--- src/rtl/heater_ctrl.sv ---
// heater_ctrl: sequences N heater enables up/down one step at a time,
// latches per-heater errors, shuts everything down on a fault and pulses
// heater_err_clear until the latched errors go away.
module heater_ctrl #(
    parameter int  N            = 16,
    parameter int  STEP_CYCLES  = 1024,
    parameter int  CLEAR_CYCLES = 16,
    localparam int CW           = $clog2(N + 1)
) (
    input  logic          clk,
    input  logic          rst_n,
    input  logic          start,
    input  logic          stop,
    input  logic [CW-1:0] target_count,
    input  logic [N-1:0]  heater_error,
    output logic [N-1:0]  heater_enable,
    output logic [N-1:0]  heater_err_clear,
    output logic [CW-1:0] active_count,
    output logic [N-1:0]  err_latched,
    output logic          busy,
    output logic          fault
);

    localparam int STW = $clog2(STEP_CYCLES + 1);
    localparam int CTW = $clog2(CLEAR_CYCLES + 1);
    localparam int WTW = 12;

    localparam logic [STW-1:0] STEP_LAST  = STW'(STEP_CYCLES - 1);
    localparam logic [CTW-1:0] CLEAR_LAST = CTW'(CLEAR_CYCLES - 1);
    localparam logic [WTW-1:0] WAIT_LAST  = 12'd4095;
    localparam logic [CW-1:0]  N_CW       = CW'(N);

    localparam logic [2:0] S_IDLE        = 3'd0;
    localparam logic [2:0] S_RAMP_UP     = 3'd1;
    localparam logic [2:0] S_HOLD        = 3'd2;
    localparam logic [2:0] S_RAMP_DOWN   = 3'd3;
    localparam logic [2:0] S_FAULT_CLEAR = 3'd4;
    localparam logic [2:0] S_FAULT_WAIT  = 3'd5;

    logic [2:0]     state, state_d;
    logic [STW-1:0] step_timer, step_timer_d;
    logic [CTW-1:0] clear_timer, clear_timer_d;
    logic [WTW-1:0] wait_timer, wait_timer_d;
    logic           stop_flag, stop_flag_d;
    logic [CW-1:0]  active_count_d;
    logic [N-1:0]   heater_enable_d;
    logic [N-1:0]   heater_err_clear_d;
    logic [N-1:0]   err_latched_d;
    logic           fault_d;

    logic [N-1:0]   err_hit;
    logic [CW-1:0]  tgt_sat;
    logic [CW-1:0]  tgt_eff;
    logic [CW-1:0]  cnt_dn;
    logic           stopping;
    logic           step_wrap;

    // Enables are always the contiguous low block [count-1:0].
    function automatic logic [N-1:0] therm(input logic [CW-1:0] count);
        logic [N-1:0] mask;
        mask = '0;
        for (int i = 0; i < N; i++) begin
            mask[i] = (i < int'(count));
        end
        return mask;
    endfunction

    // Next-state and next-output computation for the whole controller.
    always_comb begin
        // NOTE: every signal gets a default at the top so no path through the case can infer a latch.
        state_d            = state;
        step_timer_d       = step_timer;
        clear_timer_d      = clear_timer;
        wait_timer_d       = wait_timer;
        stop_flag_d        = stop_flag;
        active_count_d     = active_count;
        heater_err_clear_d = heater_err_clear;
        err_latched_d      = err_latched;
        fault_d            = fault;
        cnt_dn             = active_count - 1'b1;

        err_hit   = heater_error & heater_enable;
        tgt_sat   = (target_count > N_CW) ? N_CW : target_count;
        stopping  = stop_flag || stop;
        tgt_eff   = stopping ? '0 : tgt_sat;
        step_wrap = (step_timer == STEP_LAST);

        if (|err_hit) begin
            // Error on an enabled heater wins over start, stop and steps.
            err_latched_d      = err_latched | err_hit;
            heater_err_clear_d = err_latched | err_hit;
            active_count_d     = '0;
            fault_d            = 1'b1;
            stop_flag_d        = 1'b0;
            state_d            = S_FAULT_CLEAR;
        end else begin
            case (state)
                S_IDLE: begin
                    if (start) begin
                        err_latched_d = '0;
                        stop_flag_d   = 1'b0;
                        state_d       = S_RAMP_UP;
                    end
                end

                S_RAMP_UP: begin
                    if (stop) begin
                        stop_flag_d = 1'b1;
                        state_d     = S_RAMP_DOWN;
                    end else if (step_wrap) begin
                        step_timer_d = '0;
                        if (active_count < tgt_eff) begin
                            active_count_d = active_count + 1'b1;
                        end else if (active_count == tgt_eff) begin
                            state_d = S_HOLD;
                        end else begin
                            state_d = S_RAMP_DOWN;
                        end
                    end else begin
                        step_timer_d = step_timer + 1'b1;
                    end
                end

                S_HOLD: begin
                    if (stopping) begin
                        stop_flag_d = 1'b1;
                        state_d     = S_RAMP_DOWN;
                    end else if (tgt_eff > active_count) begin
                        state_d = S_RAMP_UP;
                    end else if (tgt_eff < active_count) begin
                        state_d = S_RAMP_DOWN;
                    end
                end

                S_RAMP_DOWN: begin
                    if (stop) begin
                        stop_flag_d = 1'b1;
                    end
                    if (step_wrap) begin
                        step_timer_d = '0;
                        if (active_count > tgt_eff) begin
                            active_count_d = cnt_dn;
                            if (cnt_dn == tgt_eff) begin
                                state_d = stopping ? S_IDLE : S_HOLD;
                            end
                        end else if (active_count == tgt_eff) begin
                            state_d = stopping ? S_IDLE : S_HOLD;
                        end else begin
                            state_d = S_RAMP_UP;
                        end
                        if (state_d == S_IDLE) begin
                            stop_flag_d = 1'b0;
                        end
                    end else begin
                        step_timer_d = step_timer + 1'b1;
                    end
                end

                S_FAULT_CLEAR: begin
                    if (clear_timer == CLEAR_LAST) begin
                        heater_err_clear_d = '0;
                        state_d            = S_FAULT_WAIT;
                    end else begin
                        clear_timer_d = clear_timer + 1'b1;
                    end
                end

                S_FAULT_WAIT: begin
                    if ((heater_error & err_latched) == '0) begin
                        fault_d = 1'b0;
                        state_d = S_IDLE;
                    end else if (wait_timer == WAIT_LAST) begin
                        heater_err_clear_d = err_latched;
                        state_d            = S_FAULT_CLEAR;
                    end else begin
                        wait_timer_d = wait_timer + 1'b1;
                    end
                end

                default: begin
                    active_count_d     = '0;
                    heater_err_clear_d = '0;
                    fault_d            = 1'b0;
                    stop_flag_d        = 1'b0;
                    state_d            = S_IDLE;
                end
            endcase
        end

        // Every state entry starts its timers from zero.
        if (state_d != state) begin
            step_timer_d  = '0;
            clear_timer_d = '0;
            wait_timer_d  = '0;
        end

        heater_enable_d = therm(active_count_d);
    end

    // State, timers and all outputs are registered.
    always_ff @(posedge clk or negedge rst_n) begin
        if (!rst_n) begin
            state            <= S_IDLE;
            step_timer       <= '0;
            clear_timer      <= '0;
            wait_timer       <= '0;
            stop_flag        <= 1'b0;
            active_count     <= '0;
            heater_enable    <= '0;
            heater_err_clear <= '0;
            err_latched      <= '0;
            fault            <= 1'b0;
            busy             <= 1'b0;
        end else begin
            // NOTE: sequential state uses non-blocking assignments; the combinational block above uses blocking.
            state            <= state_d;
            step_timer       <= step_timer_d;
            clear_timer      <= clear_timer_d;
            wait_timer       <= wait_timer_d;
            stop_flag        <= stop_flag_d;
            active_count     <= active_count_d;
            heater_enable    <= heater_enable_d;
            heater_err_clear <= heater_err_clear_d;
            err_latched      <= err_latched_d;
            fault            <= fault_d;
            busy             <= (state_d != S_IDLE);
        end
    end

endmodule

--- config.mk ---
export PLATFORM = sky130hd
export DESIGN_NAME = heater_ctrl
export DESIGN_NICKNAME = d
export VERILOG_FILES = /design/src/rtl/heater_ctrl.sv
export SDC_FILE = /design/constraint.sdc
export NUM_CORES = 1
export LEC_CHECK = 0
export ABC_AREA = 1
export CAP_MARGIN = 20
export CORE_ASPECT_RATIO = 1.5
export CORE_MARGIN = 4
export CORE_UTILIZATION = 54
export CTS_CLUSTER_SIZE = 20
export DETAILED_ROUTE_END_ITERATION = 12
export GPL_TIMING_DRIVEN = 0
export HOLD_SLACK_MARGIN = 0.05
export PLACE_DENSITY = 0.83
export SYNTH_ARGS = -nofsm -noshare
export SYNTH_HDL_FRONTEND = slang
export SYNTH_SLANG_ARGS = --single-unit
--- constraint.sdc ---
create_clock -name clk -period 2.9 [get_ports clk]
set_input_delay 0.58 -clock clk [delete_from_list [all_inputs] [get_ports clk]]
set_output_delay 0.58 -clock clk [all_outputs]
set_load 0.05 [all_outputs]
==> results by group <==
Critical path
  • Crit path max fanout: 5
  • Buf+Inv Stages, Crit Path: 3
  • Critical Path Start Type: register
  • Critical path's top delay family: simple AND/OR/NAND/NOR gates
  • Critical path class: register to register
  • CP arrival: 3.04 ns
  • Crit path required time: 3.17 ns
  • CP endpoint kind: register
  • Worst path slowest cell: dfrtp_1
  • Largest stage delay, worst path: 0.43 ns
  • Crit path cell chain: inv_2, nand2_4, nor2_4, nand2_2, ha_4, nand2_4, nor2_4, nand2_2, nor2_4, a21oi_2, a21oi_1, nand2_1, nor2_2, nand3_2, nand3_4, nand3_4, buf_12, buf_12, nor3_4
  • CP dominant cell by count: nor2_4

GRT
  • Maximum number of pins on one net before global-route repair: 69
  • All-Layer GR Usage: 26.0%
  • Vias in the first global route: 5,013
  • Congestion Overflow GR: 0
  • First-pass GRT wire length: 23.2 mm
  • Initial antenna violation count: 0

Detailed routing
  • Antenna Nets Post-Route: 0
  • Pre-Repair DR Iteration Count: 5
  • Vias: 4,897
  • Final WL: 14.1 mm
  • Drc violations: 0
  • Via density per instance: 5.69
  • DR iter-0 viols: 349
  • Wirelength per Cell: 16.4 um

Yosys
  • Asr flop ratio synth: 100%
  • Synth Area in Adders: 2.70%
  • Mux share of post-synthesis cell area: 0.589%
  • Syn. warnings: 0
  • Post-Synth Simple-Gate Area: 34.2%
  • XOR/XNOR Fraction of Synth Area: 2.92%
  • Mapped Area: 5100 um2
  • EDFF count, synth: 0
  • #FFs+latches synth: 86
  • Mapped Nets: 670
  • Synth Area in Compound Gates: 9.27%
  • Mapped Avg Cell Area: 8.05 um2
  • Syn Inst Count: 634
  • Largest family of logic cells by synthesized area: simple AND/OR/NAND/NOR gates
  • Yosys cell types: 47
  • Seq/Total Area, Yosys: 42.2%
  • Synth Flop Type: dfrtp_1

Power and ir drop
  • Overall Power: 4.54 mW
  • Peak supply drop: 0.498 mV
  • Power Density: 664 nW/um2
  • Pleak: 3.18 nW

Floorplanning
  • Num ports: 80
  • Initial Utilization: 55.1%
  • Die width: 87.4 um
  • Row count: 43
  • Die Ht: 127 um
  • Core area: 9250 um2
  • Die area: 11,100 um2

Run status
  • Outcome: finished clean

Final layout
  • Share of cells above drive strength 1: 21.5%
  • Nets: 780
  • P&R area growth vs syn: 34.2%
  • Ant. Diodes: 0
  • Commonest non-fill, non-tap cell in the layout: nand2_1
  • Most frequent cells in the layout: 180 x nand2_1, 85 x dfrtp_1, 72 x clkdlybuf4s50_1, 62 x inv_1, 32 x nor2_1

Clock network
  • Worst-Skew Late Latency: 0.34 ns
  • Max Root-Sink Buffers: 2
  • TritonCTS Sinks: 86
  • Clk pin slew, worst setup/hold paths: 0.07 ns
  • Num CTS Buffers: 9
  • Root buf cell: clkbuf_16
  • H-tree depth: 3
  • CTS tree: built

STA
  • Final hold viol count: 0
  • Final worst path period share: 95.5%
  • Period minus WS final: 2.77 ns
  • Max Slew Vio Count: 0
  • Final setup fails: 0
  • Relative slew margins: 59.7%
  • Worst slew pin tran: 0.598 ns
  • Final Skew: 0.00822 ns
  • Sum Neg Setup Slack: 0 ns
  • PnR worst setup slack: 0.130 ns
  • Fmax: 0.361 GHz
  • Hold WS: 0.107 ns

Worst hold path
  • Hold crit path type: primary input to async pin

Run
  • Max_cap viols: 0

Placement
  • HPWL after detailed placement: 10.1 mm
  • Port bufs: 79
  • GP Congestion: 0.934
  • Pre-CTS WS: -0.806 ns
==> layer usage <==
layer,part of all wire [%],global-route usage (%)
met5,0,0
met4,4.1,12.1
met3,6.3,4.77
met2,53,47.2
met1,36,28.6
==> synth_stat cells, types with 3 or more instances <==
cell | count | area, um2
nand2_1 | 186 | 698
dfrtp_1 | 86 | 2150
inv_1 | 67 | 251
nor2_1 | 39 | 146
nand3_1 | 33 | 165
o21ai_0 | 25 | 125
nor3_2 | 22 | 220
inv_2 | 17 | 63.8
nor3_1 | 16 | 80.1
o311ai_0 | 16 | 140
nand4_1 | 14 | 87.6
xor2_1 | 13 | 114
nand2_2 | 12 | 75.1
ha_1 | 11 | 138
a21oi_1 | 8 | 40.0
nand3_2 | 8 | 80.1
nor2_2 | 7 | 43.8
clkbuf_1 | 6 | 22.5
buf_6 | 4 | 45.0
xnor2_1 | 4 | 35.0
mux2i_1 | 3 | 30.0
nor2_4 | 3 | 33.8
o21ai_1 | 3 | 15.0
o21ai_2 | 3 | 26.3
==> stage by stage <==
step	instances	utilization [%]	area, um2
finish	861	74.0	6850
global route	861	74.0	6850
CTS	860	72.8	6740
detailed placement	826	65.5	6060
global placement	825	65.2	6030
floorplan	634	-	5100
==> power breakdown <==
group          internal (mW)  switching [mW]  total [mW]
sequential              1.24          0.0639        1.31
combinational          0.849            1.13        1.97
clock                  0.783           0.481        1.26
==> worst register-to-register path, stage by stage (launching register included) <==
cell and delay (ns):
dfrtp_1 0.43, inv_2 0.09, nand2_4 0.08, nor2_4 0.12, nand2_2 0.08, ha_4 0.29, nand2_4 0.05, nor2_4 0.12
nand2_2 0.09, nor2_4 0.12, a21oi_2 0.07, a21oi_1 0.12, nand2_1 0.08, nor2_2 0.13, nand3_2 0.14, nand3_4 0.10
nand3_4 0.13, buf_12 0.17, buf_12 0.14, nor3_4 0.15
==> state kept, by name (all words and copies together), names as in the netlist, 3 cells and up <==
name              cells
wait_timer           12
clear_timer           5
active_count          5
heater_enable        15
err_latched          16
step_timer           11
state                 3
heater_err_clear     16
==> layout make-up <==
cell class	instances	area [um2]
clock inverter	6	93.8
clock buffer	10	239
tap	112	140
fill	643	2410
timing repair buffer	98	1010
sequential	86	2150
inverter	86	325
buffer	13	100
multi-input combinational	450	2780
==> path summary, 6_finish.rpt <==
kind                                           start                   end  slack [ns]  cells past startpoint
worst max-delay path                       stop_flag         wait_timer[4]        0.13                     19
worst min-delay path                           rst_n        err_latched[1]        0.11                      1
worst max register to register             stop_flag         wait_timer[4]        0.13                     19
worst min register to register  heater_err_clear[10]  heater_err_clear[10]        0.50                      2
max in group asynchronous                      rst_n  heater_err_clear[10]        2.17                      2
min in group clk                heater_err_clear[10]  heater_err_clear[10]        0.50                      2
==> cells by family after synthesis <==
| logic type | count (synthesis) |
|---|---|
| simple gates | 351 |
| buf+inv | 99 |
| flops | 86 |
| compound gates | 67 |
| xor+xnor | 17 |
| fa+ha+maj | 11 |
| mux | 3 |
==> repair_timing <==
| action | CTS | global route |
|---|---|---|
| buffers inserted | 15 | 1 |
| hold buffers | 0 | 0 |
| gates cloned | 3 | 0 |
| setup endpoints to repair | 49 | 42 |
| resized for setup | 37 | 26 |
| pin swaps | 15 | 15 |
No activity file was read; power rests on OpenSTA's default activity.
